`config.mk`:
```
export PLATFORM = sky130hd
export DESIGN_NAME = uart_rx_core
export DESIGN_NICKNAME = d
export VERILOG_FILES = /design/src/rtl/uart_rx_core.sv
export SDC_FILE = /design/constraint.sdc
export NUM_CORES = 1
export LEC_CHECK = 0
export CAP_MARGIN = 20
export CORE_MARGIN = 10
export CORE_UTILIZATION = 45
export CTS_BUF_LIST = sky130_fd_sc_hd__clkbuf_4 sky130_fd_sc_hd__clkbuf_8
export DETAILED_ROUTE_END_ITERATION = 16
export GPL_ROUTABILITY_DRIVEN = 0
export PLACE_DENSITY_LB_ADDON = 0.3
export SYNTH_ARGS = -nofsm -noshare
export SYNTH_HDL_FRONTEND = slang
export SYNTH_SLANG_ARGS = --single-unit
export TNS_END_PERCENT = 10
```
`constraint.sdc`:
```
create_clock -name clk -period 2.8 [get_ports clk]
set_clock_uncertainty 0.1 [all_clocks]
set_input_delay 0.42 -clock clk [delete_from_list [all_inputs] [get_ports clk]]
set_output_delay 0.42 -clock clk [all_outputs]
set_load 0.02 [all_outputs]
```
`src/rtl/uart_rx_core.sv`:
```
// UART receiver: 8 data bits LSB first, optional even parity, one stop bit.
// Mid-bit sampling from a latched divisor; one-deep output register with valid/ready.
module uart_rx_core #(
  parameter bit          PARITY_EN = 1'b1,
  parameter int unsigned DIV_W     = 16
) (
  input  logic             clk,
  input  logic             reset,
  input  logic [DIV_W-1:0] divisor,
  input  logic             rx,
  output logic [7:0]       data,
  output logic             valid,
  input  logic             ready,
  output logic             parity_error,
  output logic             framing_error,
  output logic             overflow,
  output logic             busy
);

  localparam logic [DIV_W-1:0] DivOne = DIV_W'(1);

  typedef enum logic [2:0] {
    StIdle,
    StStart,
    StData,
    StParity,
    StStop,
    StBreak
  } state_e;

  state_e           state_q, state_d;
  logic [1:0]       sync_q;
  logic [1:0]       fill_q;
  logic             rxs_prev_q;
  logic [DIV_W-1:0] div_q, div_d;
  logic [DIV_W-1:0] cnt_q, cnt_d;
  logic [2:0]       bit_idx_q, bit_idx_d;
  logic [7:0]       shift_q, shift_d;
  logic             par_q, par_d;
  logic [7:0]       data_q, data_d;
  logic             valid_q, valid_d;
  logic             perr_q, perr_d;
  logic             ferr_q, ferr_d;
  logic             ovf_q, ovf_d;

  logic             rxs;
  logic             fall;
  logic             tick;
  logic [DIV_W-1:0] div_half;
  logic [DIV_W-1:0] reload;

  assign rxs      = sync_q[1];
  assign fall     = rxs_prev_q & ~rxs;
  assign tick     = (cnt_q == '0);
  assign div_half = divisor >> 1;
  assign reload   = div_q - DivOne;

  // fill_q marks when the synchronizer holds real line samples rather than its
  // reset value, so a line held low across reset release is not seen as a start.
  always_ff @(posedge clk) begin
    if (reset) begin
      sync_q     <= 2'b11;
      fill_q     <= 2'b00;
      rxs_prev_q <= 1'b0;
      state_q    <= StIdle;
      div_q      <= '0;
      cnt_q      <= '0;
      bit_idx_q  <= '0;
      shift_q    <= '0;
      par_q      <= 1'b0;
      data_q     <= '0;
      valid_q    <= 1'b0;
      perr_q     <= 1'b0;
      ferr_q     <= 1'b0;
      ovf_q      <= 1'b0;
    end else begin
      sync_q     <= {sync_q[0], rx};
      fill_q     <= {fill_q[0], 1'b1};
      rxs_prev_q <= fill_q[1] & sync_q[1];
      state_q    <= state_d;
      div_q      <= div_d;
      cnt_q      <= cnt_d;
      bit_idx_q  <= bit_idx_d;
      shift_q    <= shift_d;
      par_q      <= par_d;
      data_q     <= data_d;
      valid_q    <= valid_d;
      perr_q     <= perr_d;
      ferr_q     <= ferr_d;
      ovf_q      <= ovf_d;
    end
  end

  always_comb begin
    state_d   = state_q;
    div_d     = div_q;
    cnt_d     = cnt_q;
    bit_idx_d = bit_idx_q;
    shift_d   = shift_q;
    par_d     = par_q;
    data_d    = data_q;
    valid_d   = valid_q & ~ready;
    perr_d    = 1'b0;
    ferr_d    = 1'b0;
    ovf_d     = 1'b0;

    unique case (state_q)
      StIdle: begin
        if (fall) begin
          state_d = StStart;
          div_d   = divisor;
          cnt_d   = div_half - DivOne;
        end
      end

      StStart: begin
        if (tick) begin
          cnt_d     = reload;
          bit_idx_d = '0;
          state_d   = rxs ? StIdle : StData;
        end else begin
          cnt_d = cnt_q - DivOne;
        end
      end

      StData: begin
        if (tick) begin
          cnt_d     = reload;
          shift_d   = {rxs, shift_q[7:1]};
          bit_idx_d = bit_idx_q + 3'd1;
          if (bit_idx_q == 3'd7) begin
            state_d = PARITY_EN ? StParity : StStop;
          end
        end else begin
          cnt_d = cnt_q - DivOne;
        end
      end

      StParity: begin
        if (tick) begin
          cnt_d   = reload;
          par_d   = rxs;
          state_d = StStop;
        end else begin
          cnt_d = cnt_q - DivOne;
        end
      end

      StStop: begin
        if (tick) begin
          // Classification is registered here so results appear one cycle
          // after the stop sample; priority gives at most one pulse per frame.
          if (!rxs) begin
            ferr_d  = 1'b1;
            state_d = StBreak;
          end else begin
            state_d = StIdle;
            if (PARITY_EN && (par_q != ^shift_q)) begin
              perr_d = 1'b1;
            end else if (valid_q && !ready) begin
              ovf_d = 1'b1;
            end else begin
              data_d  = shift_q;
              valid_d = 1'b1;
            end
          end
        end else begin
          cnt_d = cnt_q - DivOne;
        end
      end

      StBreak: begin
        if (rxs) begin
          state_d = StIdle;
        end
      end

      default: state_d = StIdle;
    endcase
  end

  assign data          = data_q;
  assign valid         = valid_q;
  assign parity_error  = perr_q;
  assign framing_error = ferr_q;
  assign overflow      = ovf_q;
  assign busy          = (state_q != StIdle);

endmodule

```
==> results of run 1 <==
-- final timing paths --
kind | endpoint | slack, ns | cells past startpoint
worst max-delay path | bit_idx_q[0] | 0.29 | 8
worst min-delay path | sync_q[1] | 0.33 | 1
worst max register to register | bit_idx_q[0] | 0.29 | 8
worst min register to register | sync_q[1] | 0.33 | 1
-- state kept, by name, summed over array words and instances, names as in the netlist, 2 cells and up --
register,count
data,8
shift_q,8
state_q,3
bit_idx_q,3
fill_q,2
cnt_q,16
sync_q,2
div_q,16
-- metrics by stage --
step	setup slack [ns]	cell area (sq um)	cells
floorplan	0.513	3650	434
global placement	0.223	4080	556
detailed placement	0.203	4080	556
CTS	0.316	4290	572
global route	0.0792	4290	572
finish	0.289	4290	572
-- cell usage in the layout, fill, tap and decap left out, types with 2 or more instances in the layout --
master / instances
nor2_1: 66
dfxtp_1: 64
mux2i_1: 34
nand2_1: 31
clkdlybuf4s50_1: 31
a21oi_1: 24
xor2_1: 21
xnor2_1: 21
nor3_1: 17
buf_4: 17
o21ai_0: 14
nand3_1: 12
clkbuf_8: 10
inv_1: 9
or3_1: 7
nor4_1: 7
a211oi_1: 6
nand4_1: 5
ha_1: 5
nor4b_1: 4
or4_1: 4
o221ai_1: 4
o32ai_1: 4
nand2b_1: 3
or2_2: 3
a31oi_1: 3
a2111oi_0: 3
a22oi_1: 3
and3_1: 2
nor3b_1: 2
nand3b_1: 2
clkinvlp_4: 2
-- kinds of logic (layout without fill, tap and decap cells) --
kind of cell / count (synthesis) / count (layout) / share of synthesized area
and+or+nand+nor: 176 / 176 / 0.251
xor gates and xnor gates: 43 / 43 / 0.107
AOI/OAI and AO/OA: 73 / 73 / 0.130
adders and majority gates: 5 / 5 / 0.0171
muxes: 35 / 35 / 0.0962
DFF: 64 / 64 / 0.351
buffers and inverters: 38 / 74 / 0.0483
-- per-layer routing --
metal  part of all wire  up-vias  wire length (um)
met5                  0        -                 0
met4              0.029        0               274
met3              0.072       28               686
met2               0.46      136              4370
met1               0.44     1552              4180
li1                   -     1623                 -
-- power by group through the flow --
stage	combinational [W]	sequential, W	clock [W]
2_1_floorplan	0.000207	0.000950	0
3_3_place_gp	0.000303	0.000955	0
3_5_place_dp	0.000305	0.000955	0
4_1_cts	0.000307	0.000934	0.000841
5_1_grt	0.000340	0.000936	0.000878
6_report	0.000312	0.000934	0.000831
-- cell type report --
cell class | instances | area [sq um]
clock buffers | 10 | 138
flip-flops and latches | 64 | 1280
repair buffers | 49 | 443
fillers | 728 | 3520
inverters | 9 | 33.8
clock inverters | 6 | 67.6
multi-input cells | 332 | 2200
well taps | 102 | 128
==> report_table.html, run 1 <==
<table>
<tr><th>Metric</th><th>Value</th></tr>
<tr><th colspan="2">Detailed routing</th></tr>
<tr><td>Post-route ant nets</td><td>0</td></tr>
<tr><td>Initial DRT Pass Iterations</td><td>5</td></tr>
<tr><td>Post-route DRC</td><td>0</td></tr>
<tr><td>Detailed router's first-iteration violation count</td><td>343</td></tr>
<tr><td>Final wirelength</td><td>9.51 mm</td></tr>
<tr><td>Post-detailed-route via-to-cell ratio</td><td>5.84</td></tr>
<tr><td>Wirelength per Cell</td><td>between 15 and 20 um</td></tr>
<tr><td>Number of vias in the routed layout</td><td>3,339</td></tr>
<tr><th colspan="2">Critical path</th></tr>
<tr><td>Arrival time worst endpoint</td><td>2.63 ns</td></tr>
<tr><td>Cell-by-cell listing of the critical path</td><td>inv_1 &gt; ha_1 &gt; nor4b_1 &gt; nand4_1 &gt; buf_4 &gt; or3_1 &gt; a21oi_1 &gt; nor2_1</td></tr>
<tr><td>Worst EP required</td><td>just under 3 ns</td></tr>
<tr><td>Number of buffer and inverter instances along the worst setup path</td><td>2</td></tr>
<tr><td>Critical path start-end classification</td><td>register to register</td></tr>
<tr><td>Biggest fanout along the worst timing path</td><td>8</td></tr>
<tr><td>Slowest CP cell</td><td>or3_1</td></tr>
<tr><td>Start of the worst register-to-register path</td><td>cnt_q[0]</td></tr>
<tr><td>Critical path endpoint category</td><td>register</td></tr>
<tr><td>Worst path top cell family by delay</td><td>simple AND/OR/NAND/NOR gates</td></tr>
<tr><td>Maximum cell stage delay along the critical path</td><td>0.39 ns</td></tr>
<tr><td>Worst setup startpoint</td><td>cnt_q[0]</td></tr>
<tr><td>Startpoint types</td><td>register</td></tr>
<tr><th colspan="2">Clocking</th></tr>
<tr><td>Cell at the root of the clock tree</td><td>clkbuf_8</td></tr>
<tr><td>Hold buffers post-CTS</td><td>0</td></tr>
<tr><td>Number of levels the H-tree was split into</td><td>3</td></tr>
<tr><td>Buffer depth of the longest clock path</td><td>2</td></tr>
<tr><td>Num CTS Buffers</td><td>9</td></tr>
<tr><td>CTS clock-pin slew for the worst setup and hold paths</td><td>about 0.080 ns</td></tr>
<tr><td>Post CTS Setup Buffer Count</td><td>0</td></tr>
<tr><td>Clock insertion delay at the later pin of the skew report</td><td>0.35 ns</td></tr>
<tr><td>Clock sink total</td><td>64</td></tr>
<tr><td>CTS tree</td><td>yes</td></tr>
<tr><td>Post-cts repair resize count</td><td>0</td></tr>
<tr><th colspan="2">Die</th></tr>
<tr><td>I/O pin cnt</td><td>33</td></tr>
<tr><td>Vertical extent of the die</td><td>110 um</td></tr>
<tr><td>Initial standard-cell utilization of the core</td><td>0.468</td></tr>
<tr><td>Floorplan Core Area</td><td>0.00781 sq mm</td></tr>
<tr><td>Area of the die</td><td>roughly 0.012 sq mm</td></tr>
<tr><td>Std cell rows</td><td>32</td></tr>
<tr><td>Die width</td><td>110 um</td></tr>
<tr><th colspan="2">Flow run</th></tr>
<tr><td>Maximum capacitance violations</td><td>0</td></tr>
<tr><th colspan="2">STA</th></tr>
<tr><td>Unrepaired setup endpoints after global routing</td><td>no</td></tr>
<tr><td>Worst hold slack</td><td>0.330 ns</td></tr>
<tr><td>Final period utilization</td><td>0.897</td></tr>
<tr><td>Max transition margin</td><td>0.420</td></tr>
<tr><td>Count of final setup violators</td><td>0</td></tr>
<tr><td>Transition time at the pin with the least slew margin</td><td>just under 0.9 ns</td></tr>
<tr><td>Final count of pins violating max slew</td><td>0</td></tr>
<tr><td>Final hold vios</td><td>0</td></tr>
<tr><td>Highest attainable clock frequency</td><td>398 MHz</td></tr>
<tr><td>Final min period</td><td>2.51 ns</td></tr>
<tr><td>Final-layout setup total negative slack</td><td>0 ns</td></tr>
<tr><th colspan="2">Synthesis</th></tr>
<tr><td>Total of flip-flops plus latches after synthesis</td><td>64</td></tr>
<tr><td>Sequential fraction of the synthesis area</td><td>0.351</td></tr>
<tr><td>Area contributors post-synth</td><td>dfxtp_1 35%, mux2i_1 9.3%, nor2_1 6.8%</td></tr>
<tr><td>Post-synth EDFFs</td><td>0</td></tr>
<tr><td>Syn_area_per_cell</td><td>8.42 sq um</td></tr>
<tr><td>Number of distinct standard cells referenced by the synthesized netlist</td><td>57</td></tr>
<tr><td>Proportion of synthesized flip-flops having asynchronous set or reset</td><td>0</td></tr>
<tr><td>Flip-flop cell with the highest count after synthesis</td><td>dfxtp_1</td></tr>
<tr><td>Synthesized area</td><td>0.00365 sq mm</td></tr>
<tr><td>Cell taking the most area after synthesis</td><td>dfxtp_1</td></tr>
<tr><td>Instance count of the mapped netlist</td><td>approximately 430</td></tr>
<tr><td>Most repeated cell in the gate-level netlist after synthesis</td><td>nor2_1</td></tr>
<tr><td>Number of warnings reported in the yosys synthesis log</td><td>0</td></tr>
<tr><td>Fraction of synthesized cell area taken by the top area cell type</td><td>0.351</td></tr>
<tr><td>Top cells by count, synth</td><td>66 x nor2_1, 64 x dfxtp_1, 34 x mux2i_1</td></tr>
<tr><td>Net count after synthesis</td><td>459</td></tr>
<tr><th colspan="2">Global route</th></tr>
<tr><td>Total congestion overflow</td><td>0</td></tr>
<tr><td>Global routing usage on met1</td><td>0.207</td></tr>
<tr><td>Via count of the first global-routing pass</td><td>3,264</td></tr>
<tr><td>Routing layer with the top usage in global route</td><td>met2</td></tr>
<tr><td>GRT Overall Usage</td><td>0.162</td></tr>
<tr><td>Global routing met2 resource utilization</td><td>0.259</td></tr>
<tr><td>Number of antenna violations at the first check in global routing</td><td>0</td></tr>
<tr><td>Met3 layer usage reported by global route</td><td>0.0290</td></tr>
<tr><td>Global-route wire length before repair</td><td>around 16 mm</td></tr>
<tr><td>Pin count of the biggest net entering global routing</td><td>between 50 and 60</td></tr>
<tr><th colspan="2">Final layout</th></tr>
<tr><td>Share of post-route cells with drive strength above 1</td><td>0.0979</td></tr>
<tr><td>Finished Core Util</td><td>0.549</td></tr>
<tr><td>Count of nets after finishing</td><td>490</td></tr>
<tr><td>N_diodes</td><td>0</td></tr>
<tr><td>Syn-to-layout area delta</td><td>17.3%</td></tr>
<tr><th colspan="2">Pwr</th></tr>
<tr><td>IR Drop Worst-Case VDD</td><td>~0.00025 V</td></tr>
<tr><td>Share of total power in combinational logic</td><td>0.150</td></tr>
<tr><td>Internal</td><td>0.00149 W</td></tr>
<tr><td>Fraction of power spent switching nets</td><td>0.283</td></tr>
<tr><td>Design Power</td><td>0.00208 W</td></tr>
<tr><td>Switching power total</td><td>0.000588 W</td></tr>
<tr><td>Power Dens Cells</td><td>485 mW/mm^2</td></tr>
<tr><td>Sequential share of power</td><td>0.450</td></tr>
<tr><td>Share of power burned in the clock network</td><td>0.400</td></tr>
<tr><td>Leakage Power</td><td>about 1.6 nW</td></tr>
<tr><th colspan="2">Placed design</th></tr>
<tr><td>Port bufs</td><td>32</td></tr>
<tr><td>Detailed-placement wirelength estimate</td><td>6.93 mm</td></tr>
<tr><th colspan="2">Run status</th></tr>
<tr><td>Run status</td><td>completed</td></tr>
<tr><th colspan="2">Worst hold path</th></tr>
<tr><td>Min-Delay Path Class</td><td>register to register</td></tr>
<tr><td>Start point of the worst min-delay path</td><td>sync_q[0]</td></tr>
</table>
Power figures use the tool's default switching activity.
==> inputs of run 2 (changes only) <==
--- a/config.mk
+++ b/config.mk
@@ -7,8 +7,9 @@
 export LEC_CHECK = 0
 export CAP_MARGIN = 20
 export CORE_MARGIN = 10
-export CORE_UTILIZATION = 45
+export CORE_UTILIZATION = 29
 export CTS_BUF_LIST = sky130_fd_sc_hd__clkbuf_4 sky130_fd_sc_hd__clkbuf_8
+export CTS_CLUSTER_SIZE = 14
 export DETAILED_ROUTE_END_ITERATION = 16
 export GPL_ROUTABILITY_DRIVEN = 0
 export PLACE_DENSITY_LB_ADDON = 0.3
==> constraint.sdc (replaced) <==
create_clock -name clk -period 2.8 [get_ports clk]
set_clock_uncertainty 0.1 [all_clocks]
set_input_delay 0.56 -clock clk [delete_from_list [all_inputs] [get_ports clk]]
set_output_delay 0.56 -clock clk [all_outputs]
set_load 0.02 [all_outputs]
==> run 2 against run 1 <==
Compared with the run above:
- global-route usage decreased by 4.7 points
- total power shrank 6.3%
- fmax decreased by 0.83%
- final area rose by 2.4%
- sequential power about the same
- final cell count rose by 13%
- worst setup slack lost 0.021 ns
- non-clock buffer count increased by 8
- die area increased by 44%
- utilization decreased by 19 points
- register-to-register slack worse by 0.02 ns
- clock-buffer cell count did not move
- critical endpoint is now bit_idx_q[2]
- largest cell class unchanged
==> report_table.html, run 2 (same netlist as run 1, synthesis figures left out) <==
<table>
<tr><th>Metric</th><th>Value</th></tr>
<tr><th colspan="2">Final layout</th></tr>
<tr><td>N_diodes</td><td>0</td></tr>
<tr><td>Syn-to-layout area delta</td><td>20.1%</td></tr>
<tr><td>Leading registers by flop count</td><td>cnt_q (16), div_q (16)</td></tr>
<tr><td>Commonest non-fill, non-tap cell in the layout</td><td>nor2_1</td></tr>
<tr><td>Count of nets after finishing</td><td>between 400 and 500</td></tr>
<tr><td>Final instance count without filler cells</td><td>644</td></tr>
<tr><td>Share of post-route cells with drive strength above 1</td><td>0.111</td></tr>
<tr><td>Most frequent cells in the layout</td><td>66 x nor2_1, 64 x dfxtp_1, 34 x mux2i_1</td></tr>
<tr><th colspan="2">Detailed routing</th></tr>
<tr><td>Detailed router's first-iteration violation count</td><td>189</td></tr>
<tr><td>Post-route ant nets</td><td>0</td></tr>
<tr><td>Top Metal Used</td><td>met4</td></tr>
<tr><td>Final wirelength</td><td>10.0 mm</td></tr>
<tr><td>Post-detailed-route via-to-cell ratio</td><td>5.03</td></tr>
<tr><td>Met2 routed WL</td><td>~4.6 mm</td></tr>
<tr><td>Wirelength per Cell</td><td>around 16 um</td></tr>
<tr><td>Met1 Wirelength</td><td>4.62 mm</td></tr>
<tr><td>Length of routed met3 wiring</td><td>between 500 and 600 um</td></tr>
<tr><td>Number of vias in the routed layout</td><td>about 3,200</td></tr>
<tr><td>Post-route DRC</td><td>0</td></tr>
<tr><td>Initial DRT Pass Iterations</td><td>4</td></tr>
<tr><th colspan="2">STA</th></tr>
<tr><td>Final hold vios</td><td>0</td></tr>
<tr><td>Final min period</td><td>2.53 ns</td></tr>
<tr><td>Highest attainable clock frequency</td><td>395 MHz</td></tr>
<tr><td>Final period utilization</td><td>0.904</td></tr>
<tr><td>Count of final setup violators</td><td>0</td></tr>
<tr><td>Worst hold slack</td><td>0.322 ns</td></tr>
<tr><td>Final-layout setup total negative slack</td><td>0 ns</td></tr>
<tr><td>Unrepaired setup endpoints after global routing</td><td>no</td></tr>
<tr><td>Final count of pins violating max slew</td><td>0</td></tr>
<tr><td>Final worst slack</td><td>0.268 ns</td></tr>
<tr><td>Transition time at the pin with the least slew margin</td><td>between 0.9 and 1 ns</td></tr>
<tr><td>Max transition margin</td><td>0.365</td></tr>
<tr><th colspan="2">Critical path</th></tr>
<tr><td>Biggest fanout along the worst timing path</td><td>8</td></tr>
<tr><td>Worst EP required</td><td>2.94 ns</td></tr>
<tr><td>Worst setup slack for register-to-register paths</td><td>0.27 ns</td></tr>
<tr><td>Critical path start-end classification</td><td>register to register</td></tr>
<tr><td>Startpoint types</td><td>register</td></tr>
<tr><td>Critical path endpoint category</td><td>register</td></tr>
<tr><td>Arrival time worst endpoint</td><td>between 2 and 3 ns</td></tr>
<tr><th colspan="2">Global route</th></tr>
<tr><td>Global-route wire length before repair</td><td>16.7 mm</td></tr>
<tr><td>Via count of the first global-routing pass</td><td>3,208</td></tr>
<tr><td>Pin count of the biggest net entering global routing</td><td>27</td></tr>
<tr><td>GRT Overall Usage</td><td>0.115</td></tr>
<tr><td>Total congestion overflow</td><td>0</td></tr>
<tr><td>Number of antenna violations at the first check in global routing</td><td>0</td></tr>
<tr><th colspan="2">Placed design</th></tr>
<tr><td>Cell total after placement</td><td>630</td></tr>
<tr><td>Detailed-placement wirelength estimate</td><td>around 7.5 mm</td></tr>
<tr><td>Port bufs</td><td>32</td></tr>
<tr><td>Placement-stage worst setup slack</td><td>0.0884 ns</td></tr>
<tr><th colspan="2">Die</th></tr>
<tr><td>Std cell rows</td><td>40</td></tr>
<tr><td>Area of the die</td><td>0.0175 sq mm</td></tr>
<tr><td>Die width</td><td>about 130 um</td></tr>
<tr><td>I/O pin cnt</td><td>33</td></tr>
<tr><td>Initial standard-cell utilization of the core</td><td>0.300</td></tr>
<tr><td>Vertical extent of the die</td><td>132 um</td></tr>
<tr><td>Floorplan Core Area</td><td>0.0122 sq mm</td></tr>
<tr><th colspan="2">Clocking</th></tr>
<tr><td>Num CTS Buffers</td><td>9</td></tr>
<tr><td>Post CTS Setup Buffer Count</td><td>0</td></tr>
<tr><td>Clock insertion delay at the later pin of the skew report</td><td>between 0.3 and 0.4 ns</td></tr>
<tr><td>Clock sink total</td><td>64</td></tr>
<tr><td>CTS clock-pin slew for the worst setup and hold paths</td><td>0.07 ns</td></tr>
<tr><td>Cell at the root of the clock tree</td><td>clkbuf_8</td></tr>
<tr><td>CTS tree</td><td>yes</td></tr>
<tr><td>Buffer depth of the longest clock path</td><td>2</td></tr>
<tr><td>Number of levels the H-tree was split into</td><td>3</td></tr>
<tr><th colspan="2">Pwr</th></tr>
<tr><td>Leakage Power</td><td>1.67 nW</td></tr>
<tr><td>Design Power</td><td>0.00195 W</td></tr>
<tr><td>Power Dens Cells</td><td>444 mW/mm^2</td></tr>
<tr><td>IR Drop Worst-Case VDD</td><td>between 0.0002 and 0.00025 V</td></tr>
<tr><th colspan="2">Worst hold path</th></tr>
<tr><td>Min-Delay Path Class</td><td>register to register</td></tr>
<tr><th colspan="2">Run status</th></tr>
<tr><td>Run status</td><td>completed</td></tr>
<tr><th colspan="2">Flow run</th></tr>
<tr><td>Maximum capacitance violations</td><td>0</td></tr>
</table>
==> run 2: cell types whose count changed in the layout (fill, tap and decap cells not counted), sizes merged <==
cell      delta
bufinv       -1
clkinvlp     -1
inv          -1
clkinv       +1
buf          +8
==> run 2: cell type report <==
cell class | count | area (sq um)
clock buffer | 10 | 138
tap | 168 | 210
multi-input combinational | 332 | 2200
timing repair buffer | 57 | 503
sequential | 64 | 1280
clock inverter | 4 | 22.5
fill | 1271 | 7770
inverter | 9 | 33.8
==> run 2: stage by stage <==
stage                      util  cell area, sq um
after floorplan               -              3650
after global placement    0.347              4220
after detailed placement  0.347              4220
after CTS                 0.360              4380
after global routing      0.361              4390
final                     0.361              4390
==> run 2: repair_timing <==
item | 4_1_cts | 5_1_grt
endpoints found under the setup margin | 0 | 8
hold endpoints to repair | 0 | 0
hold buffers | 0 | 0
resized for setup | 0 | 1
==> run 2: where the power goes <==
| part | switching, W | leakage (nW) | total [W] | internal, W |
|---|---|---|---|---|
| clock | 0.000360 | 0.0838 | 0.000690 | 0.000330 |
| combinational | 0.000184 | 1.07 | 0.000322 | 0.000138 |
| sequential | 0.0000134 | 0.517 | 0.000935 | 0.000921 |
| total | 0.000558 | 1.67 | 0.00195 | 0.00139 |
==> run 2: worst max-delay path, stage by stage (launching register included) <==
cell,delay [ns]
dfxtp_1,0.36
inv_1,0.08
ha_1,0.20
nor4b_1,0.35
nand4_1,0.41
buf_4,0.31
or3_1,0.39
a22oi_1,0.16
nor2_1,0.06
==> run 2: routing by layer <==
layer / track usage / vias to the layer above
li1: - / 1618
met3: 0.0271 / 20
met5: 0 / -
met1: 0.144 / 1513
met4: 0.0630 / 0
met2: 0.179 / 88
==> run 2: path summary, 6_finish.rpt <==
check             from      endpoint  cells past startpoint
max           cnt_q[0]  bit_idx_q[2]                      8
max reg2reg   cnt_q[0]  bit_idx_q[2]                      8
min          sync_q[0]     sync_q[1]                      1
min reg2reg  sync_q[0]     sync_q[1]                      1
==> inputs of run 3 (changes only) <==
--- a/config.mk
+++ b/config.mk
@@ -5,6 +5,7 @@
 export SDC_FILE = /design/constraint.sdc
 export NUM_CORES = 1
 export LEC_CHECK = 0
+export ABC_CLOCK_PERIOD_IN_PS = 2800
 export CAP_MARGIN = 20
 export CORE_MARGIN = 10
 export CORE_UTILIZATION = 29
==> results of run 3 <==
Same layout as run 2: the final DEF is identical, and so are final timing and power.
